`config.mk`:
```
export PLATFORM = sky130hd
export DESIGN_NAME = adc_spi_responder
export DESIGN_NICKNAME = d
export VERILOG_FILES = /design/src/rtl/adc_spi_responder.sv
export SDC_FILE = /design/constraint.sdc
export NUM_CORES = 1
export LEC_CHECK = 0
export ABC_AREA = 1
export BUFFER_PORTS_ARGS = -buffer_cell sky130_fd_sc_hd__buf_4
export CAP_MARGIN = 40
export CORE_MARGIN = 5
export CORE_UTILIZATION = 52
export CTS_CLUSTER_DIAMETER = 100
export CTS_CLUSTER_SIZE = 28
export DETAILED_ROUTE_END_ITERATION = 16
export GPL_ROUTABILITY_DRIVEN = 0
export PLACE_DENSITY = 0.85
export SYNTH_ARGS = -nofsm -noshare
export SYNTH_HDL_FRONTEND = slang
export SYNTH_SLANG_ARGS = --single-unit
```
`constraint.sdc`:
```
create_clock -name clk -period 1.84 [get_ports clk]
set_input_delay 0.184 -clock clk [delete_from_list [all_inputs] [get_ports clk]]
set_output_delay 0.184 -clock clk [all_outputs]
set_load 0.01 [all_outputs]
```
`src/rtl/adc_spi_responder.sv`:
```
// adc_spi_responder: SPI mode-0 responder returning one of four 16-bit ADC
// samples. A frame is 32 SCK rises: 8 command bits, 8 gap bits, 16 data bits.
// All SPI inputs are oversampled in the clk domain through SYNC_STAGES flops.
// Optional feature: define ADC_RESP_TEST_PATTERN_EN to return a running
// frame counter for commands with cmd[7]=1 and cmd[6]=1.
module adc_spi_responder #(
  parameter int SYNC_STAGES = 2
) (
  input  logic        clk,
  input  logic        rst_n,
  input  logic        adc_sck,
  input  logic        adc_cs_n,
  input  logic        adc_mosi,
  output logic        adc_miso,
  input  logic [63:0] ch_data,
  output logic [7:0]  last_cmd,
  output logic        frame_done,
  output logic        frame_err,
  output logic        busy
);

  localparam logic [2:0] S_IDLE = 3'd0;
  localparam logic [2:0] S_CMD  = 3'd1;
  localparam logic [2:0] S_GAP  = 3'd2;
  localparam logic [2:0] S_DATA = 3'd3;
  localparam logic [2:0] S_TAIL = 3'd4;

  logic [SYNC_STAGES-1:0] r_sck_sync;
  logic [SYNC_STAGES-1:0] r_cs_sync;
  logic [SYNC_STAGES-1:0] r_mosi_sync;
  logic                   r_sck_d;
  logic                   r_cs_d;

  logic [2:0]  r_state;
  logic [5:0]  r_cnt;
  logic [7:0]  r_cmd_sh;
  logic [15:0] r_data_sh;
  logic        r_miso;
  logic [7:0]  r_last_cmd;
  logic        r_done;
  logic        r_err;

  logic        w_sck;
  logic        w_cs_n;
  logic        w_mosi;
  logic        w_sck_rise;
  logic        w_sck_fall;
  logic        w_cs_fall;
  logic        w_cs_rise;
  logic [7:0]  w_cmd_next;
  logic [15:0] w_capture;

`ifdef ADC_RESP_TEST_PATTERN_EN
  logic [15:0] r_frame_cnt;
`endif

  // Synchronizer chains plus one delayed copy of sck/cs_n for edge detection.
  always_ff @(posedge clk or negedge rst_n) begin
    if (!rst_n) begin
      r_sck_sync  <= '0;
      r_cs_sync   <= '1;
      r_mosi_sync <= '0;
      r_sck_d     <= 1'b0;
      r_cs_d      <= 1'b1;
    end else begin
      r_sck_sync  <= {r_sck_sync[SYNC_STAGES-2:0], adc_sck};
      r_cs_sync   <= {r_cs_sync[SYNC_STAGES-2:0], adc_cs_n};
      r_mosi_sync <= {r_mosi_sync[SYNC_STAGES-2:0], adc_mosi};
      r_sck_d     <= r_sck_sync[SYNC_STAGES-1];
      r_cs_d      <= r_cs_sync[SYNC_STAGES-1];
    end
  end

  assign w_sck      = r_sck_sync[SYNC_STAGES-1];
  assign w_cs_n     = r_cs_sync[SYNC_STAGES-1];
  assign w_mosi     = r_mosi_sync[SYNC_STAGES-1];
  assign w_sck_rise = w_sck & ~r_sck_d;
  assign w_sck_fall = ~w_sck & r_sck_d;
  assign w_cs_fall  = ~w_cs_n & r_cs_d;
  assign w_cs_rise  = w_cs_n & ~r_cs_d;
  assign w_cmd_next = {r_cmd_sh[6:0], w_mosi};

  // Word loaded into the data shifter on the 8th rise, chosen from the full command.
  always_comb begin
    w_capture = '0;
    if (w_cmd_next[7]) begin
`ifdef ADC_RESP_TEST_PATTERN_EN
      if (w_cmd_next[6]) w_capture = r_frame_cnt;
      else               w_capture = ch_data[{w_cmd_next[1:0], 4'b0000} +: 16];
`else
      w_capture = ch_data[{w_cmd_next[1:0], 4'b0000} +: 16];
`endif
    end
  end

  // Frame FSM: CS fall restarts, CS rise closes (and beats any same-cycle SCK edge).
  always_ff @(posedge clk or negedge rst_n) begin
    if (!rst_n) begin
      r_state    <= S_IDLE;
      r_cnt      <= '0;
      r_cmd_sh   <= '0;
      r_data_sh  <= '0;
      r_miso     <= 1'b0;
      r_last_cmd <= '0;
      r_done     <= 1'b0;
      r_err      <= 1'b0;
    end else begin
      r_done <= 1'b0;
      r_err  <= 1'b0;
      if (w_cs_fall) begin
        r_state   <= S_CMD;
        r_cnt     <= '0;
        r_cmd_sh  <= '0;
        r_data_sh <= '0;
        r_miso    <= 1'b0;
      end else if (w_cs_rise) begin
        if (r_state == S_TAIL) begin
          r_last_cmd <= r_cmd_sh;
          r_done     <= 1'b1;
        end else if (r_state != S_IDLE) begin
          r_err <= 1'b1;
        end
        r_state <= S_IDLE;
        r_cnt   <= '0;
        r_miso  <= 1'b0;
      end else begin
        case (r_state)
          S_CMD: begin
            if (w_sck_rise) begin
              r_cmd_sh <= w_cmd_next;
              r_cnt    <= r_cnt + 6'd1;
              if (r_cnt == 6'd7) begin
                r_data_sh <= w_capture;
                r_state   <= S_GAP;
              end
            end
          end
          S_GAP: begin
            if (w_sck_rise) begin
              r_cnt <= r_cnt + 6'd1;
              if (r_cnt == 6'd15) r_state <= S_DATA;
            end
          end
          S_DATA: begin
            if (w_sck_rise) begin
              r_cnt <= r_cnt + 6'd1;
              if (r_cnt == 6'd31) begin
                r_state <= S_TAIL;
                r_miso  <= 1'b0;
              end
            end else if (w_sck_fall) begin
              r_miso    <= r_data_sh[15];
              r_data_sh <= {r_data_sh[14:0], 1'b0};
            end
          end
          default: begin
          end
        endcase
      end
    end
  end

`ifdef ADC_RESP_TEST_PATTERN_EN
  // Counts completed good frames; wraps naturally at 16 bits.
  always_ff @(posedge clk or negedge rst_n) begin
    if (!rst_n)      r_frame_cnt <= '0;
    else if (r_done) r_frame_cnt <= r_frame_cnt + 16'd1;
  end
`endif

  assign adc_miso   = r_miso;
  assign last_cmd   = r_last_cmd;
  assign frame_done = r_done;
  assign frame_err  = r_err;
  assign busy       = (r_state != S_IDLE);

endmodule
```
==> impl_metrics.tcl <==
set metrics [dict create \
    synth_compound_area_frac 0.186 \
    drt_first_pass_iters 5 \
    cp_data_arrival_time_ns 1.89 \
    post_cts_buffers 0 \
    timing.fmax_ghz 0.585 \
    status "complete, no violations" \
    use_met2 0.368 \
    netlist_area_um2 2930 \
    syn_to_final_growth_pct 29.2 \
    clk_latency_ns 0.30 \
    period_needed_ns 1.71 \
    synth_top_area_frac 0.419 \
    grt_pass1_vias 2753 \
    yosys.cell_types.count 29 \
    start_kind "register" \
    synth_xor_area_frac 0.00599 \
    pre_cts_ws_ns 0.110 \
    antennaDiodeCount 0 \
    vias 2796 \
    synth.area.mux_share 0 \
    required_ns 2.02 \
    layout-drive-gt1-share 0.288 \
    synth.avg_cell_area_um2 7.54 \
    vias_per_cell 5.11 \
    netlist_instances 388 \
    yosys.area.top_type "dfrtp_1" \
    fp.dieW_um 85.0 \
    period_share 0.929 \
    finalSetupViolations 0 \
    dieArea_um2 7230 \
    cts.path.max_buffers 2 \
    ys_seq_elements 52 \
    fin_cells 547 \
    dp.cells 535 \
    fin_tns_setup_ns 0 \
    use_met3 0.0505 \
    finalMaxSlewViolations 0 \
    drtAntennaViolNets 0 \
    synth_simple_gate_area_share 0.258 \
    first_iter_violations 177 \
    hold_path.class "in2reg" \
    finalHoldViolCount 0 \
    yosys_warnings 0 \
    grt.overflow.total 0 \
    leakagePower_nw 1.79 \
    clkSlewWorstSetupHoldPaths_ns 0.09 \
    synth_top_family_by_area "simple AND/OR/NAND/NOR gates" \
    path_max_fanout 7 \
    rows 27 \
    crit_type "reg2reg" \
    rsz0062_at_grt "no" \
    grt_usage 0.205 \
    htree_levels 2 \
    tightest_slew_ns 0.636 \
    fin_worst_skew_ns 0.00532 \
    cp_slowest_cell "dfstp_2" \
    core_area_um2 5470 \
    synthTopCellsByArea "dfrtp_1 42%, nor2_1 12%, nand2_1 7.8%" \
    syn_nets 462 \
    drv_cap 0 \
    power.density_nw_per_um2 881 \
    antenna_found_initial 0 \
    worstSetupEndpointType "register" \
    slew-limit-headroom 0.576 \
    grt_max_degree 53 \
    drc 0 \
    die_y_um 85.0 \
    cts.sinks 52 \
    synth_adder_area_share 0.0214 \
    start_util 0.535 \
    port_buffers 80 \
    grt_util_met1 0.235 \
    grt_pass1_wl_um 12200 \
    setup_slack_ns 0.131 \
    layout.nets 548 \
    wirelength_um 7020 \
    crit_path_cell_trace "inv_1 > ha_2 > nor2_2 > inv_2 > nor2_1 > nand2_1 > a21oi_1 > a31oi_1" \
    numCtsBuffers 5 \
    place_hpwl_um 5140 \
    critical-path-max-stage-delay_ns 0.57 \
    ios 81 \
    cts_root_buffer "clkbuf_8" \
    ys_seq_area_frac 0.446 \
    ir_worst_vdd_v 0.000456 \
    busiest_layer "met2" \
    avgRoutedWirePerCell_um 12.8 \
    cts_tree "done" \
]
sequential cells by signal, indices dropped and copies added (netlist names):
name / cells
r_mosi_sync: 2
r_data_sh: 16
r_sck_d: 1
r_cnt: 6
r_cs_sync: 2
frame_done: 1
r_state: 3
last_cmd: 8
r_cmd_sh: 8
adc_miso: 1
frame_err: 1
r_sck_sync: 2
r_cs_d: 1
critical path: cells and delay by family, from the launching register on:
family | cells | cell delay, ns
adder cells (fa/ha/maj) | 1 | 0.24
flip-flops | 1 | 0.57
AO/OA/AOI/OAI | 2 | 0.23
buffers and inverters | 2 | 0.10
AND/OR/NAND/NOR | 3 | 0.46
layout by cell type (no fill, tap or decap), types with 2 or more instances in the layout:
cell type | netlist | layout
clkbuf_8 | 0 | 5
xor2_1 | 2 | 2
nand2_2 | 5 | 6
nor2_2 | 4 | 7
a21oi_1 | 20 | 20
o21ai_2 | 14 | 14
o22ai_1 | 9 | 9
inv_1 | 33 | 33
dfstp_2 | 3 | 3
a31oi_1 | 2 | 2
nor3_1 | 2 | 2
o21ai_0 | 44 | 44
o21ai_1 | 3 | 3
nor2_1 | 93 | 90
dlygate4sd3_1 | 0 | 4
dfrtp_1 | 49 | 49
nand2_1 | 61 | 60
inv_2 | 4 | 4
ha_1 | 5 | 4
buf_12 | 0 | 2
nand3_1 | 12 | 12
buf_4 | 0 | 89
logic make-up (layout without fill, tap and decap cells):
kind of cell | count (synthesis) | after routing
DFF | 52 | 52
AOI/OAI and AO/OA | 94 | 94
adders and majority gates | 5 | 5
xor gates and xnor gates | 2 | 2
buffers and inverters | 53 | 140
and+or+nand+nor | 182 | 182
power breakdown:
part / total (mW) / internal, mW / switching, mW
registers: 1.31 / 1.22 / 0.0873
clock network: 0.767 / 0.404 / 0.363
logic: 1.25 / 0.495 / 0.759
total: 3.33 / 2.12 / 1.21
routing by layer:
metal / routed length (um) / up-vias
met5: 0 / -
met4: 114 / 0
met3: 405 / 10
met2: 3610 / 75
met1: 2890 / 1279
li1: - / 1432
final timing paths:
| kind | startpoint | endpoint | slack (ns) | cells past startpoint |
|---|---|---|---|---|
| max | r_cs_sync[1] | adc_miso | 0.13 | 8 |
| max reg2reg | r_cs_sync[1] | adc_miso | 0.13 | 8 |
| min reg2reg | r_cs_sync[0] | r_cs_sync[1] | 0.36 | 0 |
| max in group asynchronous | rst_n | r_cnt[3] | 0.97 | 2 |
| min in group asynchronous | rst_n | r_cmd_sh[0] | 0.44 | 2 |
| min | ch_data[58] | r_data_sh[10] | 0.25 | 5 |
per-stage QoR:
step / power [mW] / instance area (um^2) / hold WS, ns / util
2_1_floorplan: 2.16 / 2930 / -0.112 / -
3_3_place_gp: 2.52 / 3620 / 0.244 / 0.661
3_5_place_dp: 2.55 / 3620 / 0.251 / 0.661
4_1_cts: 3.34 / 3770 / 0.247 / 0.688
5_1_grt: 3.58 / 3780 / 0.292 / 0.691
6_report: 3.33 / 3780 / 0.251 / 0.691
cell usage after synthesis, drive strengths merged:
cell and instances:
a21oi 21, a31oi 2, buf 12, clkbuf 4
dfrtp 49, dfstp 3, ha 5, inv 37
nand2 67, nand3 13, nand4 1, nor2 97
nor3 3, nor4 1, o21a 1, o21ai 61
o22ai 9, xor2 2
layout make-up:
class                   instances  area [um^2]
clock buffers                   6         72.6
clock inverters                 2         35.0
fillers                       437         1690
inverters                      37          139
multi-input cells             283         1390
flip-flops and latches         52         1310
well taps                      72         90.1
repair buffers                 95          748
what timing repair did:
action                                  in CTS  in global routing
endpoints found under the hold margin       52                  0
endpoints found under the setup margin       0                 28
hold buffers                                 4                  0
resized for setup                            0                  5
Power figures use the tool's default switching activity.
